### config.mk
export PLATFORM = sky130hd
export DESIGN_NAME = bcd5421_to_8421_seq
export DESIGN_NICKNAME = d
export VERILOG_FILES = /design/src/rtl/bcd5421_to_8421_seq.sv
export SDC_FILE = /design/constraint.sdc
export NUM_CORES = 1
export LEC_CHECK = 0
export BUFFER_PORTS_ARGS = -buffer_cell sky130_fd_sc_hd__buf_2
export CAP_MARGIN = 20
export CELL_PAD_IN_SITES_DETAIL_PLACEMENT = 0
export CELL_PAD_IN_SITES_GLOBAL_PLACEMENT = 2
export CORE_ASPECT_RATIO = 0.75
export CORE_UTILIZATION = 34
export DETAILED_ROUTE_END_ITERATION = 16
export PLACE_DENSITY = 0.77
export SETUP_SLACK_MARGIN = 0.5
export SLEW_MARGIN = 20
export SYNTH_ARGS = -nofsm -noshare
export SYNTH_HDL_FRONTEND = slang
export SYNTH_SLANG_ARGS = --single-unit
### constraint.sdc
create_clock -name clk -period 1.73 [get_ports clk]
set_input_delay 0.346 -clock clk [delete_from_list [all_inputs] [get_ports clk]]
set_output_delay 0.346 -clock clk [all_outputs]
set_load 0.01 [all_outputs]
### src/rtl/bcd5421_to_8421_seq.sv
// Digit-serial 5421 -> 8421 BCD converter: one word per handshake, one digit per clock.
// Optional illegal-code detection is enabled by defining BCD5421_ERR_CHECK_EN.
module bcd5421_to_8421_seq #(
  parameter int unsigned DIGITS = 8,
  parameter int unsigned CW     = $clog2(DIGITS)
) (
  input  logic                  clk,
  input  logic                  rst_n,
  input  logic                  in_valid,
  output logic                  in_ready,
  input  logic [4*DIGITS-1:0]   in_data,
  output logic                  out_valid,
  input  logic                  out_ready,
  output logic [4*DIGITS-1:0]   out_data,
  output logic                  err,
  output logic [CW-1:0]         err_pos
);

  typedef enum logic [1:0] {
    S_IDLE,
    S_CONV,
    S_DONE
  } state_e;

  state_e                state_q, state_d;
  logic [4*DIGITS-1:0]   sh_q, sh_d;
  logic [4*DIGITS-1:0]   out_data_q, out_data_d;
  logic [CW-1:0]         cnt_q, cnt_d;
  logic [3:0]            code;
  logic [3:0]            dec;
  logic [3:0]            nib;

`ifdef BCD5421_ERR_CHECK_EN
  logic                  err_q, err_d;
  logic [CW-1:0]         err_pos_q, err_pos_d;
  logic                  illegal;
`endif

  // Digit decode: value = 5*c3 + c[2:0]; upper codes wrap mod 16 when unchecked.
  always_comb begin
    code = sh_q[3:0];
    dec  = (code[3] ? 4'd5 : 4'd0) + {1'b0, code[2:0]};
`ifdef BCD5421_ERR_CHECK_EN
    illegal = code[2] & (code[1] | code[0]);
    nib     = illegal ? '0 : dec;
`else
    nib     = dec;
`endif
  end

  always_comb begin
    state_d    = state_q;
    sh_d       = sh_q;
    cnt_d      = cnt_q;
    out_data_d = out_data_q;
`ifdef BCD5421_ERR_CHECK_EN
    err_d      = err_q;
    err_pos_d  = err_pos_q;
`endif
    case (state_q)
      S_IDLE: begin
        if (in_valid) begin
          sh_d       = in_data;
          cnt_d      = '0;
          out_data_d = '0;
`ifdef BCD5421_ERR_CHECK_EN
          err_d      = 1'b0;
          err_pos_d  = '0;
`endif
          state_d    = S_CONV;
        end
      end
      S_CONV: begin
        for (int unsigned k = 0; k < DIGITS; k++) begin
          if (cnt_q == CW'(k)) out_data_d[4*k +: 4] = nib;
        end
`ifdef BCD5421_ERR_CHECK_EN
        // Only the first illegal digit of a word is recorded.
        if (illegal && !err_q) begin
          err_d     = 1'b1;
          err_pos_d = cnt_q;
        end
`endif
        sh_d  = sh_q >> 4;
        cnt_d = cnt_q + CW'(1);
        if (cnt_q == CW'(DIGITS - 1)) state_d = S_DONE;
      end
      S_DONE: begin
        if (out_ready) state_d = S_IDLE;
      end
      default: state_d = S_IDLE;
    endcase
  end

  always_ff @(posedge clk or negedge rst_n) begin
    if (!rst_n) begin
      state_q    <= S_IDLE;
      sh_q       <= '0;
      cnt_q      <= '0;
      out_data_q <= '0;
`ifdef BCD5421_ERR_CHECK_EN
      err_q      <= 1'b0;
      err_pos_q  <= '0;
`endif
    end else begin
      state_q    <= state_d;
      sh_q       <= sh_d;
      cnt_q      <= cnt_d;
      out_data_q <= out_data_d;
`ifdef BCD5421_ERR_CHECK_EN
      err_q      <= err_d;
      err_pos_q  <= err_pos_d;
`endif
    end
  end

  assign in_ready  = (state_q == S_IDLE);
  assign out_valid = (state_q == S_DONE);
  assign out_data  = out_data_q;
`ifdef BCD5421_ERR_CHECK_EN
  assign err       = err_q;
  assign err_pos   = err_pos_q;
`else
  assign err       = 1'b0;
  assign err_pos   = '0;
`endif

endmodule

==> results of run 1 <==
==> cell usage after synthesis (all sizes together) <==
cell type / n / area share
dfrtp: 69 / 0.54
o21ai: 31 / 0.049
nand2: 26 / 0.031
mux2: 20 / 0.071
mux2i: 18 / 0.056
a22o: 15 / 0.041
nor2b: 13 / 0.025
buf: 12 / 0.029
inv: 10 / 0.012
a22oi: 9 / 0.021
ha: 9 / 0.035
a21oi: 8 / 0.013
clkbuf: 8 / 0.0094
a31oi: 6 / 0.012
and2: 4 / 0.0078
o22ai: 4 / 0.0078
a31o: 3 / 0.0082
nand2b: 3 / 0.0059
nand3: 3 / 0.0047
nor2: 3 / 0.0035
a21o: 1 / 0.0024
a32o: 1 / 0.0031
conb: 1 / 0.0012
nor3: 1 / 0.0016
nor3b: 1 / 0.0039
o21bai: 1 / 0.0024
xnor2: 1 / 0.0027
==> what timing repair did <==
item,4_1_cts,5_1_grt
gates resized for setup,60,71
cloned,3,5
setup endpoints to repair,72,81
buffers inserted,22,15
pin swaps,12,28
endpoints found under the hold margin,0,0
==> routing by layer <==
metal  vias to the layer above  GRT usage
met1                      1326      0.275
met4                         0     0.0531
met3                         9     0.0551
li1                       1249          -
met5                         -          0
met2                        72      0.273
==> power by group through the flow <==
stage	clock, mW	combinational [mW]	sequential, mW
2_1_floorplan	0	2.21	2.79
3_3_place_gp	0	3.26	2.73
3_5_place_dp	0	3.31	2.74
4_1_cts	1.93	4.46	2.73
5_1_grt	1.99	5.84	2.89
6_report	1.90	5.46	2.81
==> sequential cells by signal, summed over array words and instances (netlist names) <==
register	count
cnt_q	3
out_data	32
sh_q	32
state_q	2
==> cells by family after synthesis <==
family	after synthesis
simple gates	54
other cells	1
flops	69
fa+ha+maj	9
xor+xnor	1
compound gates	79
buf+inv	30
mux	38
==> how the worst max path moves through the flow <==
stage | from | to | slack [ns]
after global routing | state_q[1] | sh_q[11] | 0.11
after CTS | state_q[1] | out_valid | 0.19
final | state_q[0] | out_data[14] | 0.15
after global placement | sh_q[3] | out_data[26] | 0.09
after detailed placement | sh_q[3] | out_data[2] | 0.06
after floorplan | state_q[0] | out_data[16] | 0.28
==> final cells by class <==
| cell class | count | share of cell area |
|---|---|---|
| multi-input cells | 186 | 0.352 |
| flip-flops and latches | 69 | 0.338 |
| repair buffers | 129 | 0.211 |
| clock buffers | 10 | 0.0466 |
| well taps | 128 | 0.0312 |
| clock inverters | 6 | 0.0137 |
| inverters | 10 | 0.00805 |
==> metrics.md, run 1 <==
| Metric | Value |
|---|---|
| Status | `complete, no violations` |
| Worst path depth | `5` |
| Initial antenna violation count | `0` |
| Setup TNS | `0 ns` |
| Most frequent cells in the layout | `buf_2 (66), dfrtp_1 (65), buf_4 (30)` |
| Reg-to-reg startpoint | `state_q[0]` |
| ANT nets after route | `0` |
| Drt via density | `4.94` |
| Layout net count | `450` |
| Top Layer Used | `met4` |
| GRT overflow | `0` |
| Hold_buf cts | `0` |
| Setup Skew | `0.00653 ns` |
| Gpl congestion | `between 0.7 and 0.8` |
| CTS H-tree lvls | `3` |
| CP delay by family, top | `compound AO/OA/AOI/OAI gates` |
| Crit-path cells | `buf_6 -> buf_6 -> o21bai_4 -> a21o_1 -> mux2_2` |
| Synthesized cell area | `~3200 µm²` |
| Period utilization | `0.916` |
| Met2 WL post-DR | `4250 µm` |
| Pwr dens | `approximately 2000 nW/µm²` |
| Met1 WL | `4580 µm` |
| Wire per inst | `17.6 µm` |
| Most common cell after layout, fill and taps aside | `buf_2` |
| CP arrival | `1.80 ns` |
| Critical Path Slowest Stage Cell | `dfrtp_2` |
| Die area | `9780 µm²` |
| DRT Pass-1 Iters | `4` |
| Main combinational cell family by area after synthesis | `compound AO/OA/AOI/OAI gates` |
| Data required, critical path | `1.94 ns` |
| Met3 routed wirelength | `540 µm` |
| Layout fillers | `770` |
| Gr usage total | `0.189` |
| Fin worst setup slack | `between 0.1 and 0.15 ns` |
| Final Hold Vio Count | `0` |
| Via count | `2656` |
| Final setup vio count | `0` |
| Number of global-route vias before repair | `2658` |
| Sw Ratio | `0.370` |
| Simple-Gate Fraction of Synth Area | `0.0835` |
| Initial Utilization | `0.351` |
| Worst path max stage delay | `0.41 ns` |
| Post-synthesis sequential area ratio | `0.541` |
| Register area | `~1700 µm²` |
| Inst Count DP | `477` |
| Clock power share | `0.187` |
| Final min period | `approximately 1.6 ns` |
| CTS max path bufs | `2` |
| FMAX | `631 MHz` |
| Area share of xor/xnor cells in the synthesized design | `0.00275` |
| Sequential share of power | `0.276` |
| CP bufs+invs | `2` |
| Slew Limit Fails | `0` |
| First-pass GRT wire length | `14000 µm` |
| Crit. End Element | `flop` |
| Worst-path clk slew | `0.06 ns` |
| Hold WC Path Type | `in -> async` |
| Top cell by count, worst path | `buf_6` |
| Final std cells w/o fill | `about 540` |
| R2r endpoint | `out_data[14]` |
| Die Height | `between 80 and 90 µm` |
| DR iter-0 viols | `106` |
| Syn Inst Count | `281` |
| Clock sinks | `69` |
| Multi-input logic area | `roughly 1800 µm²` |
| Max Cap Viol | `0` |
| Final WL | `~9500 µm` |
| Fraction of layout cells with a size suffix above 1 | `0.568` |
| Post-synthesis mux area share | `0.127` |
| Synth unique cells | `29` |
| Root Driver | `clkbuf_16` |
| DIE WIDTH | `114 µm` |
| Worst-Skew Late Latency | `0.33 ns` |
| Power Total | `10.2 mW` |
| Avg Cell Area, Syn | `11.4 µm²` |
| CTS buffer count | `9` |
| DP Area | `just under 4000 µm²` |
| Cell count of the worst reg-to-reg path | `5` |
| Internal power | `roughly 6.4 mW` |
| Fin util | `0.565` |
| Maximum fanout along the worst path | `6` |
| Place WS | `0.0614 ns` |
| Pin count of the biggest net entering global routing | `41` |
| Dpl hpwl | `5190 µm` |
| N_diodes | `0` |
| WS Path Type | `reg -> reg` |
| CP startpoint kind | `flop` |
| VDD IR-drop max | `0.000790 V` |
| Synth warnings | `0` |
| Synthesized flop and latch total | `roughly 70` |
| Number of I/O pins | `74` |
| Row count | `30` |
| Fin area | `5130 µm²` |
| Logic pwr share | `0.537` |
| Post-Synth Adder-Cell Area | `0.0353` |
| Unrepaired setup endpoints after global routing | `yes` |
| DRC violations left | `0` |
| Compound-Gate Fraction of Synth Area | `0.159` |
| Area delta synth->final | `60.7%` |
| Worst hold margin | `0.00661 ns` |
| CTS tree | `yes` |
| Leakage | `2.48 nW` |
| IO buf count | `69` |
| P_sw | `around 3.8 mW` |
| Core area | `9080 µm²` |
| Reg2reg setup slack | `0.15 ns` |
Note: power is estimated with default switching activity, not from simulation.
==> inputs of run 2 (changes only) <==
--- a/config.mk
+++ b/config.mk
@@ -12,7 +12,7 @@
 export CORE_ASPECT_RATIO = 0.75
 export CORE_UTILIZATION = 34
 export DETAILED_ROUTE_END_ITERATION = 16
-export PLACE_DENSITY = 0.77
+export PLACE_DENSITY = 0.75
 export SETUP_SLACK_MARGIN = 0.5
 export SLEW_MARGIN = 20
 export SYNTH_ARGS = -nofsm -noshare
==> run 2 against run 1 <==
Compared with the run above:
- critical path depth did not move
- total power fell by 2.0%
- largest cell class unchanged
- clock skew rose by 0.00073 ns
- flip-flop and latch count did not move
- routed wire length fell by 6.6%
- core utilization fell by 1.5 points
- first-iteration DRC count fell by 23%
- critical endpoint is now out_data[4]
- clock-buffer cell count did not move
==> metrics.md, run 2 (synthesis gave the netlist of run 1 again) <==
| Metric | Value |
|---|---|
| Status | `complete, no violations` |
| Register area | `1730 µm² (+0.14%)` |
| WS Path Type | `reg -> reg` |
| Hold WC Path Type | `in -> async` |
| Fraction of layout cells with a size suffix above 1 | `0.510 (-0.0583)` |
| First-pass GRT wire length | `13900 µm (-0.54%)` |
| Via count | `2585 (-2.7%)` |
| R2r endpoint | `out_data[4]` |
| CP startpoint kind | `flop` |
| Die Height | `85.9 µm (unchanged)` |
| Drt via density | `4.88 (-1.2%)` |
| Crit path from | `state_q[1]` |
| Most frequent cells in the layout | `buf_2 (65), dfrtp_1 (63), buf_4 (30)` |
| N_diodes | `0 (unchanged)` |
| Hold_buf cts | `0 (unchanged)` |
| Reg2reg setup slack | `0.19 ns (+0.05 ns)` |
| Pin count of the biggest net entering global routing | `70 (+71%)` |
| Setup Skew | `0.00725 ns (+0.000725 ns)` |
| Crit. End Element | `flop` |
| Fin util | `0.549 (-0.0154)` |
| DIE WIDTH | `114 µm (unchanged)` |
| IO buf count | `69 (unchanged)` |
| CTS tree | `yes` |
| Gpl congestion | `0.741 (-1.7%)` |
| CTS H-tree lvls | `3 (unchanged)` |
| Layout fillers | `803 (+4.3%)` |
| Critical path endpoint | `out_data[4]` |
| Pwr dens | `2000 nW/µm² (+0.80%)` |
| Multi-input logic area | `1740 µm² (-3.6%)` |
| CTS buffer count | `9 (unchanged)` |
| Initial antenna violation count | `0 (unchanged)` |
| Setup TNS | `0 ns (unchanged)` |
| DRT Pass-1 Iters | `5 (+1)` |
| Gr usage total | `0.188 (-0.000598)` |
| Clock sinks | `69 (unchanged)` |
| CTS max path bufs | `2 (unchanged)` |
| Area delta synth->final | `56.4%` |
| Cell count of the worst reg-to-reg path | `5 (unchanged)` |
| Slew Limit Fails | `0 (unchanged)` |
| Leakage | `2.39 nW (-3.8%)` |
| Number of I/O pins | `74 (unchanged)` |
| Wire per inst | `16.7 µm (-5.2%)` |
| FMAX | `651 MHz (+3.2%)` |
| Core area | `9080 µm² (unchanged)` |
| Final setup vio count | `0 (unchanged)` |
| Root Driver | `clkbuf_16` |
| Reg-to-reg startpoint | `state_q[1]` |
| Most common cell after layout, fill and taps aside | `buf_2` |
| Worst-Skew Late Latency | `0.33 ns (about the same)` |
| Data required, critical path | `1.94 ns (about the same)` |
| Final min period | `1.54 ns (-0.0488 ns)` |
| Unrepaired setup endpoints after global routing | `yes` |
| Initial Utilization | `0.351 (unchanged)` |
| Die area | `9780 µm² (unchanged)` |
| Row count | `30 (unchanged)` |
| Final WL | `8870 µm (-6.6%)` |
| Dpl hpwl | `5080 µm (-2.2%)` |
| DR iter-0 viols | `82 (-23%)` |
| GRT overflow | `0 (unchanged)` |
| Worst-path clk slew | `0.06 ns (about the same)` |
| Place WS | `0.0472 ns (-0.0142 ns)` |
| Max Cap Viol | `0 (unchanged)` |
| Fin worst setup slack | `0.194 ns (+0.0488 ns)` |
| Maximum fanout along the worst path | `8 (+2)` |
| Number of global-route vias before repair | `2649 (-0.34%)` |
| DRC violations left | `0 (unchanged)` |
| ANT nets after route | `0 (unchanged)` |
| VDD IR-drop max | `0.000667 V (-16%)` |
| Period utilization | `0.888 (-0.0282)` |
| Layout net count | `442 (-1.8%)` |
| CP arrival | `1.75 ns (-0.05 ns)` |
| Final Hold Vio Count | `0 (unchanged)` |
## run 2: cell count changes in the layout (fill, tap and decap cells not counted), sizes merged
cell / delta
clkbuf: -4
bufbuf: +4
clkinvlp: -1
bufinv: +1
buf: -8
## run 2: worst min path at each step
| stage | end | from | slack (ns) |
|---|---|---|---|
| floorplan | cnt_q[0] | rst_n | 0.05 |
| global placement | out_data[31] | rst_n | 0.40 |
| detailed placement | out_data[15] | rst_n | 0.40 |
| CTS | out_data[28] | rst_n | 0.06 |
| global route | out_data[15] | rst_n | 0.08 |
| finish | out_data[15] | rst_n | 0.02 |
## run 2: where the power goes
part	leakage [nW]	switching, mW	internal (mW)
Clock	0.145	0.709	1.26
Sequential	0.881	0.500	2.30
Combinational	1.36	2.28	2.92
Total	2.39	3.49	6.48
## run 2: through the flow
| stage | cells | hold WS, ns | power (mW) | instance area, µm² |
|---|---|---|---|---|
| global placement | 475 | 0.404 | 5.98 | 3820 |
| finish | 530 | 0.0218 | 9.97 | 4990 |
| CTS | 516 | 0.0612 | 9.60 | 4810 |
| detailed placement | 475 | 0.404 | 6.03 | 3820 |
| global route | 530 | 0.0823 | 10.6 | 4990 |
| floorplan | 284 | 0.0504 | 5.00 | 3300 |
## run 2: final cells by class
| type | count | area share |
|---|---|---|
| clock inverters | 6 | 0.0176 |
| repair buffers | 121 | 0.200 |
| flip-flops and latches | 69 | 0.348 |
| multi-input cells | 186 | 0.349 |
| inverters | 10 | 0.00803 |
| well taps | 128 | 0.0321 |
| clock buffers | 10 | 0.0459 |
## run 2: worst max-delay path, cell delays in order (launching register included)
cell,delay (ns)
dfrtp_2,0.51
nor3b_4,0.07
buf_6,0.14
buf_6,0.13
a31oi_4,0.24
mux2_4,0.33
## run 2: what timing repair did
| item | CTS | global route |
|---|---|---|
| resized for setup | 73 | 19 |
| setup buffers | 19 | 14 |
| endpoints found under the setup margin | 72 | 81 |
| gates cloned | 6 | 0 |
| pin swaps | 15 | 8 |
## run 2: routing by layer
metal,up-vias,GRT usage,routed length [µm]
li1,1233,-,-
met1,1276,0.271,4440
met2,65,0.275,3880
met3,11,0.0558,400
met4,0,0.0508,146
met5,-,0,0
==> inputs of run 3 (changes only) <==
--- a/config.mk
+++ b/config.mk
@@ -12,6 +12,7 @@
 export CORE_ASPECT_RATIO = 0.75
 export CORE_UTILIZATION = 34
 export DETAILED_ROUTE_END_ITERATION = 16
+export MAX_ROUTING_LAYER = met4
 export PLACE_DENSITY = 0.75
 export SETUP_SLACK_MARGIN = 0.5
 export SLEW_MARGIN = 20
==> run 3 against run 2 <==
Compared with the run above:
- critical path depth is the same
- sequential power is essentially flat
- global-route usage grew 0.65 points
- cell count grew 0.75%
- register-to-register slack is essentially flat
- flip-flop and latch count is the same
- combinational power grew 2%
- clock skew is essentially flat
- worst hold slack gained 0.00085 ns
- critical path type unchanged
- largest cell class unchanged
==> metrics.md, run 3 (synthesis gave the netlist of run 1 again) <==
| Metric | Value |
|---|---|
| DP Area | `3820 µm² (unchanged)` |
| Leakage | `2.41 nW (+0.91%)` |
| Row count | `30 (unchanged)` |
| Final Hold Vio Count | `0 (unchanged)` |
| Hold WC Path Type | `in -> async` |
| FMAX | `650 MHz (-0.17%)` |
| Crit-path cells | `nor3b_4 -> buf_6 -> buf_6 -> a31oi_4 -> mux2_4` |
| IO buf count | `69 (unchanged)` |
| CP arrival | `1.75 ns (about the same)` |
| CTS H-tree lvls | `3 (unchanged)` |
| Number of global-route vias before repair | `2641 (-0.30%)` |
| CTS max path bufs | `2 (unchanged)` |
| Max Cap Viol | `0 (unchanged)` |
| First-pass GRT wire length | `13900 µm (+0.15%)` |
| ANT nets after route | `0 (unchanged)` |
| Unrepaired setup endpoints after global routing | `yes` |
| Setup Skew | `0.00704 ns (-0.000217 ns)` |
| Pin count of the biggest net entering global routing | `70 (unchanged)` |
| Most common cell after layout, fill and taps aside | `buf_2` |
| Status | `complete, no violations` |
| Slew Limit Fails | `0 (unchanged)` |
| Final setup vio count | `0 (unchanged)` |
| Number of I/O pins | `74 (unchanged)` |
| CTS buffer count | `9 (unchanged)` |
| Root Driver | `clkbuf_16` |
| Wire per inst | `16.7 µm (-0.30%)` |
| Initial antenna violation count | `0 (unchanged)` |
| Area delta synth->final | `57.7%` |
| Worst-Skew Late Latency | `0.33 ns (about the same)` |
| DRC violations left | `0 (unchanged)` |
| Clock sinks | `69 (unchanged)` |
| Fin area | `5030 µm² (+0.85%)` |
| Dpl hpwl | `5080 µm (unchanged)` |
| WS Path Type | `reg -> reg` |
| Final WL | `8910 µm (+0.45%)` |
| Core area | `9080 µm² (unchanged)` |
| Gpl congestion | `0.750 (+1.2%)` |
| Data required, critical path | `1.94 ns (about the same)` |
| DIE WIDTH | `114 µm (unchanged)` |
| Pwr dens | `2000 nW/µm² (about the same)` |
| Period utilization | `0.889 (+0.00152)` |
| Crit. End Element | `flop` |
| CTS tree | `yes` |
| CP startpoint kind | `flop` |
| N_diodes | `0 (unchanged)` |
| Initial Utilization | `0.351 (unchanged)` |
| Fraction of layout cells with a size suffix above 1 | `0.522 (+0.0122)` |
| Via count | `2601 (+0.62%)` |
| Die Height | `85.9 µm (unchanged)` |
| Layout net count | `446 (+0.90%)` |
| Most frequent cells in the layout | `buf_2 (66), dfrtp_1 (63), buf_4 (34)` |
| Layout fillers | `796 (-0.87%)` |
| Die area | `9780 µm² (unchanged)` |
| Drt via density | `4.87 (-0.13%)` |
| Worst-path clk slew | `0.06 ns (about the same)` |
| VDD IR-drop max | `0.000664 V (-0.38%)` |
| Gr usage total | `0.195 (+0.00649)` |
| DR iter-0 viols | `68 (-17%)` |
| Setup TNS | `0 ns (unchanged)` |
| Final min period | `1.54 ns (+0.00263 ns)` |
| Top cell by count, worst path | `buf_6` |
| GRT overflow | `0 (unchanged)` |
| Worst path max stage delay | `0.51 ns (about the same)` |
| Maximum fanout along the worst path | `8 (unchanged)` |
| Critical Path Slowest Stage Cell | `dfrtp_2` |
| DRT Pass-1 Iters | `4 (-1)` |
run 3: cell count changes in the layout (fill, tap and decap cells not counted), sizes merged:
cell / before / now
buf: 117 / 121
run 3: report_power, final:
group | switching, mW | internal [mW]
Clock | 0.692 | 1.26
Sequential | 0.505 | 2.30
Combinational | 2.31 | 2.98
run 3: metrics by stage:
| stage | power [mW] | hold WS (ns) | setup WS, ns | utilization | cells |
|---|---|---|---|---|---|
| after CTS | 9.60 | 0.0612 | 0.202 | 0.530 | 516 |
| after global placement | 5.98 | 0.404 | 0.0678 | 0.420 | 475 |
| after global routing | 10.6 | 0.0820 | 0.136 | 0.554 | 534 |
| after floorplan | 5.00 | 0.0504 | 0.283 | - | 284 |
| final | 10.0 | 0.0227 | 0.192 | 0.554 | 534 |
| after detailed placement | 6.03 | 0.404 | 0.0472 | 0.420 | 475 |
run 3: what timing repair did:
item / in CTS / in global routing
setup endpoints to repair: 72 / 83
pin swaps: 15 / 8
cloned: 6 / 0
hold buffers: 0 / 0
buffers inserted: 19 / 18
resized for setup: 73 / 21
run 3: layout make-up:
| cell class | count | area [µm²] | share of cell area |
|---|---|---|---|
| multi-input combinational | 186 | 1760 | 0.350 |
| sequential | 69 | 1730 | 0.345 |
| timing repair buffer | 125 | 1020 | 0.203 |
| clock buffer | 10 | 229 | 0.0455 |
| tap | 128 | 160 | 0.0318 |
| clock inverter | 6 | 87.6 | 0.0174 |
| inverter | 10 | 40.0 | 0.00796 |
run 3: worst paths after layout:
kind                                   from           end  slack (ns)  cells after the start
worst max-delay path             state_q[1]   out_data[4]        0.19                      5
worst min-delay path                  rst_n  out_data[15]        0.02                      2
worst max register to register   state_q[1]   out_data[4]        0.19                      5
worst min register to register     sh_q[22]      sh_q[22]        0.48                      2
max in group asynchronous             rst_n      cnt_q[2]        1.34                      2
min in group clk                in_data[28]      sh_q[28]        0.23                      2
run 3: worst max-delay path, delay by kind of cell, from the launching register on:
family	cells	cell delay [ns]
buf+inv	2	0.27
mux	1	0.33
compound gates	1	0.24
simple gates	1	0.07
flops	1	0.51
run 3: metal layers:
metal | part of all wire | track usage | vias up
met2 | 0.44 | 0.276 | 65
met5 | 0 | - | -
met3 | 0.042 | 0.0523 | 13
met4 | 0.015 | 0.0508 | 0
li1 | - | - | 1234
met1 | 0.50 | 0.275 | 1289
